`src/rtl/multi_header_comparer_pkg.sv`:
```
// Shared definitions for the multi-reference header comparer: state
// encoding, default byte width, wildcard byte and reference byte selection.
package comparer_pkg;

    typedef enum logic [1:0] {
        ST_IDLE    = 2'd0,
        ST_PENDING = 2'd1,
        ST_RESOLVE = 2'd2,
        ST_REJECT  = 2'd3
    } state_t;

    localparam int DEFAULT_B = 8;
    localparam logic [7:0] WILDCARD_BYTE = 8'h3F;

    // Upper bounds for the generic reference-byte selector below.
    localparam int MAX_B        = 32;
    localparam int MAX_REF_BITS = 4096;

    // Byte i of entry k from the packed reference vector. Entry 0 is the
    // leftmost string and byte 0 (first received) is the most significant.
    function automatic logic [MAX_B-1:0] ref_byte(
        input logic [MAX_REF_BITS-1:0] refs,
        input int n,
        input int l,
        input int b,
        input int k,
        input int i
    );
        logic [MAX_REF_BITS-1:0] shifted;
        logic [MAX_B-1:0]        r;
        int                      lsb;
        lsb     = ((n - 1 - k) * l + (l - 1 - i)) * b;
        shifted = refs >> lsb;
        r       = shifted[MAX_B-1:0];
        for (int j = 0; j < MAX_B; j++) begin
            if (j >= b) r[j] = 1'b0;
        end
        return r;
    endfunction

endpackage

```
`src/rtl/multi_header_comparer_header_lane.sv`:
```
// One reference entry of the header comparer: keeps the entry's alive bit
// and compares the incoming byte against the entry's byte at the current
// position. With MULTI_HEADER_COMPARER_WILDCARD_EN defined, a reference
// byte of '?' matches any data byte.
module header_lane
    import comparer_pkg::*;
#(
    parameter int B = DEFAULT_B,
    parameter int L = 6,
    parameter int N = 4,
    parameter int K = 0,
    parameter logic [N*L*B-1:0] REFS = '0,
    localparam int CW = $clog2(L + 1)
) (
    input  logic          clock,
    input  logic          reset_n,
    input  logic          restart,
    input  logic          step,
    input  logic [B-1:0]  data,
    input  logic [CW-1:0] index,
    output logic          alive,
    output logic          hit
);

    logic [B-1:0] ref_bytes [L];
    logic [B-1:0] cur_ref;
    logic         byte_eq;

    for (genvar i = 0; i < L; i++) begin : g_ref
        assign ref_bytes[i] = B'(ref_byte(MAX_REF_BITS'(REFS), N, L, B, K, i));
    end

    // Reference byte at the current position; positions past the header
    // never produce a hit.
    always_comb begin
        cur_ref = '0;
        for (int i = 0; i < L; i++) begin
            if (index == CW'(i)) cur_ref = ref_bytes[i];
        end
    end

`ifdef MULTI_HEADER_COMPARER_WILDCARD_EN
    assign byte_eq = (cur_ref == B'(WILDCARD_BYTE)) || (data == cur_ref);
`else
    assign byte_eq = (data == cur_ref);
`endif

    assign hit = alive && (index < CW'(L)) && byte_eq;

    // Alive bit: armed by restart, cleared on the first mismatching byte.
    always_ff @(posedge clock) begin
        if (!reset_n) begin
            alive <= 1'b0;
        end else if (restart) begin
            alive <= 1'b1;
        end else if (step) begin
            alive <= hit;
        end
    end

endmodule

```
`src/rtl/multi_header_comparer.sv`:
```
// Streaming header comparer: matches received bytes against N reference
// headers in parallel, reporting early reject, full match, the lowest
// matching entry and the live candidate mask.
// Optional wildcard matching is enabled by MULTI_HEADER_COMPARER_WILDCARD_EN.
//
// state    | meaning
// ---------+---------------------------------------------------
// IDLE     | after reset, waiting for restart; load ignored
// PENDING  | comparing, one byte per load
// RESOLVE  | full header matched; sticky until restart/reset
// REJECT   | no candidate left; sticky until restart/reset
module multi_header_comparer
    import comparer_pkg::*;
#(
    parameter int B = DEFAULT_B,
    parameter int L = 6,
    parameter int N = 4,
    parameter logic [N*L*B-1:0] REFS = "$GPZDA$GPRMC$GPGGA$GPGSV",
    localparam int IW = (N > 1) ? $clog2(N) : 1,
    localparam int CW = $clog2(L + 1)
) (
    input  logic          clock,
    input  logic          reset_n,
    input  logic          restart,
    input  logic          load,
    input  logic [B-1:0]  data,
    output logic          busy,
    output logic          resolve,
    output logic          reject,
    output logic [IW-1:0] match_index,
    output logic [N-1:0]  match_mask,
    output logic [CW-1:0] byte_count
);

    state_t        state, state_next;
    logic          step;
    logic [N-1:0]  hit_mask;
    logic [IW-1:0] lowest_hit;
    logic [IW-1:0] index_q;
    logic          last_byte;

    assign step      = (state == ST_PENDING) && load && !restart;
    assign last_byte = (byte_count == CW'(L - 1));

    for (genvar k = 0; k < N; k++) begin : g_lane
        header_lane #(
            .B    (B),
            .L    (L),
            .N    (N),
            .K    (k),
            .REFS (REFS)
        ) u_lane (
            .clock   (clock),
            .reset_n (reset_n),
            .restart (restart),
            .step    (step),
            .data    (data),
            .index   (byte_count),
            .alive   (match_mask[k]),
            .hit     (hit_mask[k])
        );
    end

    // Lowest set bit of the surviving candidates after this byte.
    always_comb begin
        lowest_hit = '0;
        for (int k = N - 1; k >= 0; k--) begin
            if (hit_mask[k]) lowest_hit = IW'(k);
        end
    end

    // State register.
    always_ff @(posedge clock) begin
        if (!reset_n) state <= ST_IDLE;
        else          state <= state_next;
    end

    // Next-state logic; restart re-arms from any state and drops the byte.
    always_comb begin
        state_next = state;
        if (restart) begin
            state_next = ST_PENDING;
        end else if (step) begin
            if (hit_mask == '0)  state_next = ST_REJECT;
            else if (last_byte)  state_next = ST_RESOLVE;
            else                 state_next = ST_PENDING;
        end
    end

    // Byte counter and matched index; both frozen outside PENDING.
    always_ff @(posedge clock) begin
        if (!reset_n) begin
            byte_count <= '0;
            index_q    <= '0;
        end else if (restart) begin
            byte_count <= '0;
            index_q    <= '0;
        end else if (step) begin
            byte_count <= byte_count + CW'(1);
            if (last_byte && hit_mask != '0) index_q <= lowest_hit;
        end
    end

    // Outputs decoded from state.
    always_comb begin
        busy        = (state == ST_PENDING);
        resolve     = (state == ST_RESOLVE);
        reject      = (state == ST_REJECT);
        match_index = (state == ST_RESOLVE) ? index_q : '0;
    end

endmodule

```
`config.mk`:
```
export PLATFORM = sky130hd
export DESIGN_NAME = multi_header_comparer
export DESIGN_NICKNAME = d
export VERILOG_FILES = /design/src/rtl/multi_header_comparer_pkg.sv /design/src/rtl/multi_header_comparer_header_lane.sv /design/src/rtl/multi_header_comparer.sv
export SDC_FILE = /design/constraint.sdc
export NUM_CORES = 1
export LEC_CHECK = 0
export ABC_AREA = 1
export ABC_CLOCK_PERIOD_IN_PS = 2700
export CELL_PAD_IN_SITES_DETAIL_PLACEMENT = 1
export CELL_PAD_IN_SITES_GLOBAL_PLACEMENT = 1
export CORE_MARGIN = 5
export CORE_UTILIZATION = 33
export DETAILED_ROUTE_END_ITERATION = 8
export PLACE_DENSITY = 0.86
export SLEW_MARGIN = 20
export SYNTH_ARGS = -nofsm -noshare
export SYNTH_HDL_FRONTEND = slang
export SYNTH_SLANG_ARGS = --single-unit
```
`constraint.sdc`:
```
create_clock -name clock -period 2.7 [get_ports clock]
set_input_delay 0.81 -clock clock [delete_from_list [all_inputs] [get_ports clock]]
set_output_delay 0.81 -clock clock [all_outputs]
set_load 0.005 [all_outputs]
```
## Word-level counts from Yosys, hierarchy flattened

Cells that the tools add are included.

- Flip-flop bits (word level): 11
- Bits of input ports: 12
- Output and inout bits: 12
- Logic and storage cells: 72

- $add $sub $neg: 1
- Magnitude comparators: 1
- Equality and inequality tests: 12
- Multiplexer cells: 31
- Bitwise logic cells: 1
- Reduce and logical (&&, ||, !) cells: 18

Operator list:

| operator | count |
|---|---|
| 2-to-1 mux 7 bit | 8 |
| 2-to-1 mux 8 bit | 5 |
| equality test 8 x 7 -> 1 bit | 2 |
| equality test 8 bit | 2 |
| 2-to-1 mux 2 bit | 7 |
| logical AND 1 bit | 11 |
| 2-to-1 mux 1 bit | 10 |
| equality test 3 x 2 -> 1 bit (second input constant) | 2 |
| equality test 3 bit (second input constant) | 2 |
| 2-to-1 mux 6 bit | 1 |
| equality test 2 bit (second input constant) | 2 |
| zero test 4 bit | 1 |
| nonzero test 4 bit | 1 |
| adder 3 x 1 -> 3 bit (second input constant) | 1 |
| equality test 3 x 1 -> 1 bit (second input constant) | 1 |
| zero test 3 bit | 1 |
| less-than comparator 3 bit (second input constant) | 1 |
| equality test 2 x 1 -> 1 bit (second input constant) | 1 |
| AND reduction 2 bit | 1 |
| nonzero test 2 bit | 1 |
| OR reduction 2 bit | 1 |
| zero test 1 bit | 1 |
| NOT 1 bit | 1 |

## Depth between registers and ports, before layout

- Depth after elaboration: 13
- Mapped depth: 18
- Gate-level depth less buffers: 18

## Modules after synthesis

Synthesis repeated with hierarchy kept, for this count alone.

- Cell total of the unflattened synthesis: 290
- Area total of the unflattened synthesis: 1,562.7 um^2

Modules (own cells, without submodules):

| module | times used | cells each | area each (um^2) | sequential area each (um^2) |
|---|---|---|---|---|
| multi_header_comparer | 1 | 61 | 417.9 | 140.1 |
| header_lane at g_lane[0].u_lane | 1 | 65 | 326.6 | 20.0 |
| header_lane at g_lane[3].u_lane | 1 | 59 | 295.3 | 20.0 |
| header_lane at g_lane[2].u_lane | 1 | 54 | 282.8 | 20.0 |
| header_lane at g_lane[1].u_lane | 1 | 51 | 240.2 | 20.0 |

## Least setup slack after synthesis

No wires, ideal clock.

- Path kind: register to register
- Start: register byte_count[1]
- End: register index_q[0]
- Setup time: 0.113 ns
- Arrival time: 1.932 ns
- Required time: 2.587 ns
- Slack: 0.656 ns
- Stages on the path, launching flop included: 17
- Buffers on the path: 0
- Period minus slack after synthesis: 2.044 ns
- Path through: dfxtp_1 > inv_1 > ha_1 > nand2_1 > nand2_1 > inv_2 > nand2_1 > nand2_1 > nand3_1 > nor2_1 > nand3_1 > nand2_1 > nor2_1 > nor2_2 > nand2_1 > nand2_1 > nor2_1

- Longest elaborated chain between the ends: 13
- Elaborated cells on any way between the ends: 40
- Classes of those cells: 1 x order compare; 9 x eq/ne; 18 x mux; 12 x reduce/logical

RTL lines:

| element | RTL line | source |
|---|---|---|
| start: declaration | multi_header_comparer.sv:32 | `output logic [CW-1:0] byte_count` |
| start signal: assignment | multi_header_comparer.sv:99 | `byte_count <= byte_count + CW'(1);` |
| zero test 3 bit | multi_header_comparer_header_lane.sv:38 | `if (index == CW'(i)) cur_ref = ref_bytes[i];` |
| 2-to-1 mux 6 bit | multi_header_comparer_header_lane.sv:38 |  |
| 2-to-1 mux 7 bit (5 in series) | multi_header_comparer_header_lane.sv:38 |  |
| equality test 8 x 7 -> 1 bit | multi_header_comparer_header_lane.sv:45 | `assign byte_eq = (data == cur_ref);` |
| logical AND 1 bit | multi_header_comparer_header_lane.sv:48 | `assign hit = alive && (index < CW'(L)) && byte_eq;` |
| 2-to-1 mux 2 bit (4 in series) | multi_header_comparer.sv:68 | `if (hit_mask[k]) lowest_hit = IW'(k);` |
| end signal: assignment | multi_header_comparer.sv:100 | `if (last_byte && hit_mask != '0) index_q <= lowest_hit;` |
| end: declaration | multi_header_comparer.sv:39 | `logic [IW-1:0] index_q;` |

Several ways; a longest one is shown, not always the timed one.
A chain may end at the register's enable or synchronous reset.

## Worst setup path after layout

Same ends and word-level chain as after synthesis.

==> impl_metrics.ini <==
[worst_setup_path]
critical-path-max-stage-delay_ns = 0.37
end_kind = register
startpoint_type = register
cp_top_family = simple AND/OR/NAND/NOR gates
critPathRequiredTime_ns = 2.92
arrival_ns = 2.63
cpMostUsedCell = sky130_fd_sc_hd__nand2_1
path_class = register to register
critPathSlowestCell = sky130_fd_sc_hd__dfxtp_1
worstPathCellList = ha_1, ha_1, inv_1, nand2_1, nor2_1, nand2_1, nand2_1, inv_1, nor2_1, nand3_1, nor2_1, nand2_1, nand2_1, nand2_1, nand2_1, nand2_1, nor2_1
critical_path_peak_fanout = 8
critPathBufInv = 2

[routing]
drtPass1Iterations = 4
route.final.wire_length_mm = 3.663
ant_nets = 0
routed-via-count = 1435
detail_route.vias_per_cell = 4.948
detail_route.wl_per_cell_um = 12.63
initial_drc_count = 69
post-route-drc-count = 0

[clock_network]
hold_buffers = 0
worst_setup_hold_path_clk_slew_ns = 0.07
cts-buffers-inserted = 3
cts-root-to-sink-buffers = 2
ctsHtreeMaxLevel = 1
cts_tree = built
clock_tree.root_cell = sky130_fd_sc_hd__clkbuf_4
sink_count = 11
clock_insertion_delay_worst_skew_ns = 0.28

[global_route]
grt_pass1_vias = 1427
wire_length_of_the_first_global_routing_pass_mm = 6.258
globalRouteOverflowTotal = 0
grt_start_max_net_pins = 10
total_grt_usage_pct = 15.68
grt_antenna_before_repair = 0

[layout]
final-seq-area_um2 = 221.5
layout.cell_area.non_filler_um2 = 1461
area_delta_synth_final_pct = 26.96
n_antenna_cell = 0
final.fill_count = 518
proportion_of_layout_cells_with_a_drive_suffix_above_1_pct = 4.918
multi_input_area_um2 = 783.3
layout.nets = 262

[synth]
yosysUniqueCellTypes = 17
synthesized_nets = 235
synthesis.yosys.warnings = 0
post_synth.cell_area_avg_um2 = 5.280
synth.largest_area_cell = sky130_fd_sc_hd__nand2_1
area_share_of_the_leading_cell_type_in_the_synthesized_netlist_pct = 23.15
post_synthesis_instance_total = 218
synth.cell_area_um2 = 1151
register_area_share_after_synthesis_pct = 19.13
largest_cells_by_area_after_synthesis = sky130_fd_sc_hd__nand2_1, sky130_fd_sc_hd__dfxtp_1, sky130_fd_sc_hd__nand3_1
postSynthRegisterBits = 11

[sta]
relSlewSlack_pct = 75.37
min_period_over_period_pct = 89.30
finalMaxSlewViolations = 0
timing.clock.skew_ns = 0.002495
post-route-min-period_ns = 2.411
timing.fmax_mhz = 414.8
least_margin_pin_slew_ns = 0.3681
finalSetupViolations = 0
total_negative_slack_ns = 0
grt_setup_unrepaired = no
timing.final.hold_violations = 0

[placement]
finalWeightedCongestion = 0.8543
numPortBuffers = 23
postPlaceCellArea_um2 = 1431
hpwl_after_detailed_placement_mm = 3.056

[power_and_ir_drop]
power.combinational.fraction_pct = 29.7
sw_frac_of_total_pct = 32.32
leakagePower_nw = 0.7323
pwr_dens_nw_per_um2 = 286.2
power.share.sequential_pct = 42.3
power.net_switching_uw = 135.2
intPower_uw = 283.1
p_clk_share_pct = 28.0
worst_ir_drop_vdd_uv = 196.5
post-layout-total-power_uw = 418.3

[run_status]
outcome = complete, no violations

[die]
core_region_area_um2 = 3363
initial_utilization_pct = 34.23
dieWidth_um = 69.06
ioPinCount = 24
die-height_um = 69.06
floorplan.die_area_um2 = 4769
rows = 21

[run]
maxCapViolCount = 0

[min_path]
path_type_of_the_worst_min_delay_path = register to register
-- registers in the layout (all words and copies together) (netlist names) --
register             flops
byte_count               3
g_lane.u_lane.alive      4
index_q                  2
state                    2
-- layout make-up --
cell class                      count  area share [%]
Multi-Input combinational cell    171           53.60
Timing Repair Buffer               26           17.29
Sequential cell                    11           15.15
Inverter                           32           8.219
Tap cell                           46           3.938
Clock buffer                        4           1.798
-- synthesized netlist by cell type --
master and number:
sky130_fd_sc_hd__nand2_1 71, sky130_fd_sc_hd__nor2_1 33, sky130_fd_sc_hd__inv_1 30, sky130_fd_sc_hd__nand3_1 28
sky130_fd_sc_hd__a21oi_1 14, sky130_fd_sc_hd__dfxtp_1 11, sky130_fd_sc_hd__o21ai_0 9, sky130_fd_sc_hd__ha_1 5
sky130_fd_sc_hd__buf_4 4, sky130_fd_sc_hd__nand4_1 3, sky130_fd_sc_hd__and3_1 2, sky130_fd_sc_hd__inv_2 2
sky130_fd_sc_hd__xor2_1 2, sky130_fd_sc_hd__and2_1 1, sky130_fd_sc_hd__nor2_2 1, sky130_fd_sc_hd__nor3_1 1
sky130_fd_sc_hd__or2_2 1
-- power by group through the flow --
stage	Sequential (mW)	Combinational [mW]	Clock (mW)
finish	0.177	0.124	0.117
global route	0.179	0.141	0.128
CTS	0.177	0.126	0.121
detailed placement	0.181	0.125	0
global placement	0.181	0.122	0
floorplan	0.178	0.0756	0
-- final timing paths --
path | from | end | slack (ns) | cells after the start
min reg2reg | index_q[1] | index_q[1] | 0.48 | 2
max reg2reg | byte_count[1] | index_q[0] | 0.29 | 17
max | byte_count[1] | index_q[0] | 0.29 | 17
min | index_q[1] | index_q[1] | 0.48 | 2
-- cells in the final DEF (no fill, tap or decap) --
cell type and count:
sky130_fd_sc_hd__a21oi_1 14, sky130_fd_sc_hd__and2_1 1, sky130_fd_sc_hd__and3_1 2, sky130_fd_sc_hd__buf_4 3, sky130_fd_sc_hd__clkbuf_1 1, sky130_fd_sc_hd__clkbuf_4 3
sky130_fd_sc_hd__clkdlybuf4s50_1 23, sky130_fd_sc_hd__dfxtp_1 10, sky130_fd_sc_hd__dfxtp_2 1, sky130_fd_sc_hd__ha_1 5, sky130_fd_sc_hd__inv_1 30, sky130_fd_sc_hd__inv_2 2
sky130_fd_sc_hd__nand2_1 70, sky130_fd_sc_hd__nand2_2 1, sky130_fd_sc_hd__nand3_1 28, sky130_fd_sc_hd__nand4_1 3, sky130_fd_sc_hd__nor2_1 33, sky130_fd_sc_hd__nor2_2 1
sky130_fd_sc_hd__nor3_1 1, sky130_fd_sc_hd__o21ai_0 9, sky130_fd_sc_hd__or2_2 1, sky130_fd_sc_hd__xor2_1 2
-- stage by stage --
step | instances | utilization (%) | worst slack [ns] | hold WS, ns
3_5_place_dp | 286 | 42.56 | 0.07977 | 0.4781
4_1_cts | 290 | 43.34 | 0.1377 | 0.4884
6_report | 290 | 43.45 | 0.2890 | 0.4827
5_1_grt | 290 | 43.45 | 0.02066 | 0.5054
3_3_place_gp | 286 | 42.56 | 0.09496 | 0.4562
2_1_floorplan | 218 | - | 0.6556 | 0.4311
-- metal layers --
layer	vias up	GRT usage, %	part of all wire, %
met5	-	0	0
met4	0	5.857	1.5
met3	7	2.471	2.4
met2	19	26.91	49
met1	668	19.55	47
li1	741	-	-
-- timing repair --
| action | CTS | global route |
|---|---|---|
| endpoints found under the hold margin | 0 | 0 |
| setup buffers | 0 | 0 |
| endpoints found under the setup margin | 0 | 3 |
| gates resized for setup | 0 | 2 |
-- cells by family after synthesis --
group	after synthesis	synth area share [%]
buffers and inverters	36	13.04
xor gates and xnor gates	2	1.522
and+or+nand+nor	141	50.87
adders and majority gates	5	5.435
AOI/OAI and AO/OA	23	10.00
DFF	11	19.13
-- tightest hold or removal path, delay by kind of cell, from the launching register on --
| kind | cells | cell delay [ns] |
|---|---|---|
| AO/OA/AOI/OAI | 1 | 0.05 |
| flip-flops | 1 | 0.32 |
| AND/OR/NAND/NOR | 1 | 0.07 |
Note: power is estimated with default switching activity, not from simulation.
==> patch 1 (config.mk and constraints unchanged) <==
Add an input register stage for `data`, without a reset; this delays it by one clock. The other inputs are not delayed to match.
--- a/src/rtl/multi_header_comparer.sv
+++ b/src/rtl/multi_header_comparer.sv
@@ -32,6 +32,12 @@
     output logic [CW-1:0] byte_count
 );
 
+    logic [B-1:0] data_q;
+
+    always_ff @(posedge clock) begin
+        data_q <= data;
+    end
+
     state_t        state, state_next;
     logic          step;
     logic [N-1:0]  hit_mask;
@@ -54,7 +60,7 @@
             .reset_n (reset_n),
             .restart (restart),
             .step    (step),
-            .data    (data),
+            .data    (data_q),
             .index   (byte_count),
             .alive   (match_mask[k]),
             .hit     (hit_mask[k])
Formal check against the unedited RTL: not equivalent (Yosys sat finds a counterexample within 4 cycles, from zero or initial values and one cycle with reset_n low).
==> patch 1 against the unedited design <==
Design area rose by 16%; area after synthesis rose by 21%; total power rose by 52%; setup slack improved by 0.034 ns; wire length rose by 7.7%; first-iteration DRC count fell by 42%; die area rose by 18%; largest power group unchanged; clock power rose by 79%; sequential cell count rose by 8; core utilization fell by 1.5 points.
==> patch 1: results <==
set metrics [dict create \
    yosysSeqAreaShare 0.274 \
    h-tree-depth 1 \
    dp_hpwl_mm 3.18 \
    wire_per_inst_um 13.5 \
    final_nets 261 \
    slowest_delay_ns 0.43 \
    p_leak_nw 0.868 \
    root_buffer "clkbuf_8" \
    slowest_stage "dfxtp_1" \
    synth.distinct_cells 24 \
    buffer_ports.inserted 23 \
    diodes 0 \
    synth_xor_area_frac 0 \
    synthAdderAreaFrac 0.0450 \
    status "finished clean" \
    drt-initial-drc-count 40 \
    grt_pass1_wl_mm 6.76 \
    grt_usage 0.157 \
    synthArstFlopShare 0 \
    gp_congestion 0.839 \
    cts_buffer_depth 2 \
    vdd_drop_max_mv 0.212 \
    place_worst_setup_slack_ns 0.215 \
    vias 1447 \
    clkTransAtPathRegs_ns 0.07 \
    top_regs "data_q: 8 flops, g_lane.u_lane.alive: 4 flops, byte_count: 3 flops" \
    grt_max_degree 13 \
    fillCellCount 547 \
    synthMuxAreaShare 0 \
    cp_max_fo 6 \
    yosysWarningCount 0 \
    clk_latency_ns 0.26 \
    slew_headroom 0.761 \
    synth_compound_area_frac 0.0739 \
    finalClockSkew_ns 0.00137 \
    syn_nets 237 \
    synth_area_leaders "dfxtp_1, nand2_1, nand3_1" \
    grt_pass1_vias 1595 \
    drive_gt1_frac 0.111 \
    synth_common_cells "nand2_1, inv_1, nor2_1" \
]
[patch 1: cell count changes in the layout (fill, tap and decap cells not counted), sizes merged, moves of 2 or more]
cell / delta
xor2: -2
nor2: +2
dfxtp: +8
a21oi: -9
inv: -3
a221oi: +2
[patch 1: report_power, final]
group | switching (mW) | leakage, nW | total [mW] | internal (mW)
Clock | 0.103 | 0.0228 | 0.209 | 0.105
Sequential | 0.0127 | 0.158 | 0.307 | 0.294
Combinational | 0.0657 | 0.687 | 0.121 | 0.0556
Total | 0.182 | 0.868 | 0.637 | 0.455
[patch 1: worst register-to-register path: cells and delay by family, from the launching register on]
kind,cells,cell delay (ns)
AND/OR/NAND/NOR,13,1.29
flip-flops,1,0.43
adder cells (fa/ha/maj),1,0.25
buffers and inverters,2,0.32
[patch 1: worst paths after layout]
path                                   start                 endpoint  slack, ns  depth (start not counted)
setup / recovery  byte_count[0]$_SDFFE_PP0P_  index_q[1]$_SDFFE_PP0P_       0.32                         16
hold / removal       index_q[1]$_SDFFE_PP0P_  index_q[1]$_SDFFE_PP0P_       0.51                          2
setup reg to reg  byte_count[0]$_SDFFE_PP0P_  index_q[1]$_SDFFE_PP0P_       0.32                         16
hold reg to reg      index_q[1]$_SDFFE_PP0P_  index_q[1]$_SDFFE_PP0P_       0.51                          2
[patch 1: repair_timing]
action                     CTS  global route
hold buffers                 0             0
setup endpoints to repair    0             2
setup buffers                0             0
gates resized for setup      0             1
[patch 1: metal layers]
layer | vias to the layer above | part of all wire | global-route usage
met5 | - | 0 | 0
met4 | 0 | 0.022 | 0.0711
met3 | 7 | 0.034 | 0.0267
met2 | 26 | 0.48 | 0.272
met1 | 680 | 0.46 | 0.188
li1 | 734 | - | -
[patch 1: stage by stage]
step           cell area, um^2  std cells
2_1_floorplan             1390        220
3_3_place_gp              1640        289
3_5_place_dp              1640        289
4_1_cts                   1690        293
5_1_grt                   1690        293
6_report                  1690        293
[patch 1: layout make-up]
type / count / area, um^2 / share of cell area
multi-input combinational: 166 / 847 / 0.501
sequential: 19 / 382 / 0.226
timing repair buffer: 25 / 245 / 0.145
inverter: 29 / 109 / 0.0644
tap: 50 / 62.6 / 0.0370
clock buffer: 4 / 45.0 / 0.0266
[patch 1: cell families (layout without fill, tap and decap cells)]
| group | after synthesis | count (layout) |
|---|---|---|
| buf+inv | 35 | 58 |
| simple gates | 143 | 143 |
| fa+ha+maj | 5 | 5 |
| flops | 19 | 19 |
| compound gates | 18 | 18 |
==> patch 2 (same flow settings) <==
Without the edit above. `N` is set to 4 in 2 places; all go to 8.
--- a/src/rtl/multi_header_comparer_header_lane.sv
+++ b/src/rtl/multi_header_comparer_header_lane.sv
@@ -7,7 +7,7 @@
 #(
     parameter int B = DEFAULT_B,
     parameter int L = 6,
-    parameter int N = 4,
+    parameter int N = 8,
     parameter int K = 0,
     parameter logic [N*L*B-1:0] REFS = '0,
     localparam int CW = $clog2(L + 1)
--- a/src/rtl/multi_header_comparer.sv
+++ b/src/rtl/multi_header_comparer.sv
@@ -14,7 +14,7 @@
 #(
     parameter int B = DEFAULT_B,
     parameter int L = 6,
-    parameter int N = 4,
+    parameter int N = 8,
     parameter logic [N*L*B-1:0] REFS = "$GPZDA$GPRMC$GPGGA$GPGSV",
     localparam int IW = (N > 1) ? $clog2(N) : 1,
     localparam int CW = $clog2(L + 1)
Ports: changed (resized match_index and match_mask); port bits go from 24 to 29. The function was not compared with the original's and may differ.
==> patch 2 against the unedited design <==
Wire length rose by 37%; count of clock-buffer cells in the layout unchanged; setup slack worse by 0.10 ns; total power grew 55%; global-route usage grew 1.8 points; design area increased by 35%; sequential cell count increased by 5; hold slack got worse by 0.018 ns; area after synthesis is 34% higher; synthesized cell count grew 20%; critical path type is now input pin to register; highest routed layer unchanged.
==> patch 2: results <==
set metrics [dict create \
    slew_headroom 0.730 \
    drive_gt1_frac 0.162 \
    p_leak_nw 0.997 \
    cp.arrival_ns 2.70 \
    vias 1741 \
    cp_max_fo 5 \
    dpl_cell_area_um2 1910 \
    wire_per_inst_um 14.4 \
    yosysSeqAreaShare 0.208 \
    gp_congestion 0.896 \
    fillCellCount 619 \
    status "finished clean" \
    synthCells 262 \
    grt_pass1_vias 1833 \
    p_int_mw 0.455 \
    clk_latency_ns 0.25 \
    grt_max_degree 13 \
    syn_nets 279 \
    vdd_drop_max_mv 0.241 \
    finalClockSkew_ns 0.0105 \
    synth.distinct_cells 25 \
    slowest_stage "clkdlybuf4s50_1" \
    final_nets 315 \
    drt-initial-drc-count 132 \
    place_worst_setup_slack_ns -0.0225 \
]
==> patch 2: changes by cell type after synthesis, sizes merged, moves of 3 or more <==
cell and delta:
inv +10, a21oi +3, nand2 +9, nand4 +3
dfxtp +5, nand3 +4, buf +6, o21ai +3
==> patch 2: logic make-up after synthesis <==
kind of cell / share of synthesized area
DFF: 0.208
AOI/OAI and AO/OA: 0.128
buffers and inverters: 0.155
and+or+nand+nor: 0.457
adders and majority gates: 0.0407
xor gates and xnor gates: 0.0114
==> patch 2: worst register-to-register path: stages, from the launching register on <==
cell,delay [ns]
dfxtp_2,0.40
inv_1,0.10
ha_1,0.27
nand2_1,0.10
nand2_1,0.15
nor2_1,0.20
nand2_1,0.07
nand2_1,0.07
nand3_2,0.14
nor2_4,0.16
nand3_2,0.13
nand2_2,0.12
inv_2,0.05
nand2_1,0.06
nand2_1,0.07
nand2_2,0.13
o21ai_2,0.07
a21oi_2,0.12
==> patch 2: area by class of cell <==
| class | count | area share |
|---|---|---|
| repair buffers | 42 | 0.196 |
| clock buffers | 4 | 0.0280 |
| flip-flops and latches | 16 | 0.164 |
| inverters | 42 | 0.0801 |
| well taps | 52 | 0.0330 |
| multi-input cells | 193 | 0.499 |
==> patch 2: power by group through the flow <==
| stage | clock [mW] | combinational [mW] | sequential, mW |
|---|---|---|---|
| floorplan | 0 | 0.105 | 0.262 |
| finish | 0.215 | 0.171 | 0.260 |
| detailed placement | 0 | 0.170 | 0.265 |
| global route | 0.232 | 0.193 | 0.262 |
| CTS | 0.220 | 0.171 | 0.260 |
| global placement | 0 | 0.165 | 0.265 |
==> patch 2: per-layer routing <==
layer	vias to the layer above	GRT usage	wire [um]
met2	28	0.294	2360
li1	896	-	-
met1	813	0.242	2470
met5	-	0	0
met3	4	0.0286	156
met4	0	0.0262	24
==> patch 2: worst paths after layout <==
path | cells after the start | slack [ns] | start | end
worst max register to register | 17 | 0.24 | byte_count[1]$_SDFFE_PP0P_ | index_q[1]$_SDFFE_PP0P_
worst max-delay path | 15 | 0.19 | data[2] | index_q[1]$_SDFFE_PP0P_
worst min-delay path | 2 | 0.46 | index_q[2]$_SDFFE_PP0P_ | index_q[2]$_SDFFE_PP0P_
worst min register to register | 2 | 0.46 | index_q[2]$_SDFFE_PP0P_ | index_q[2]$_SDFFE_PP0P_
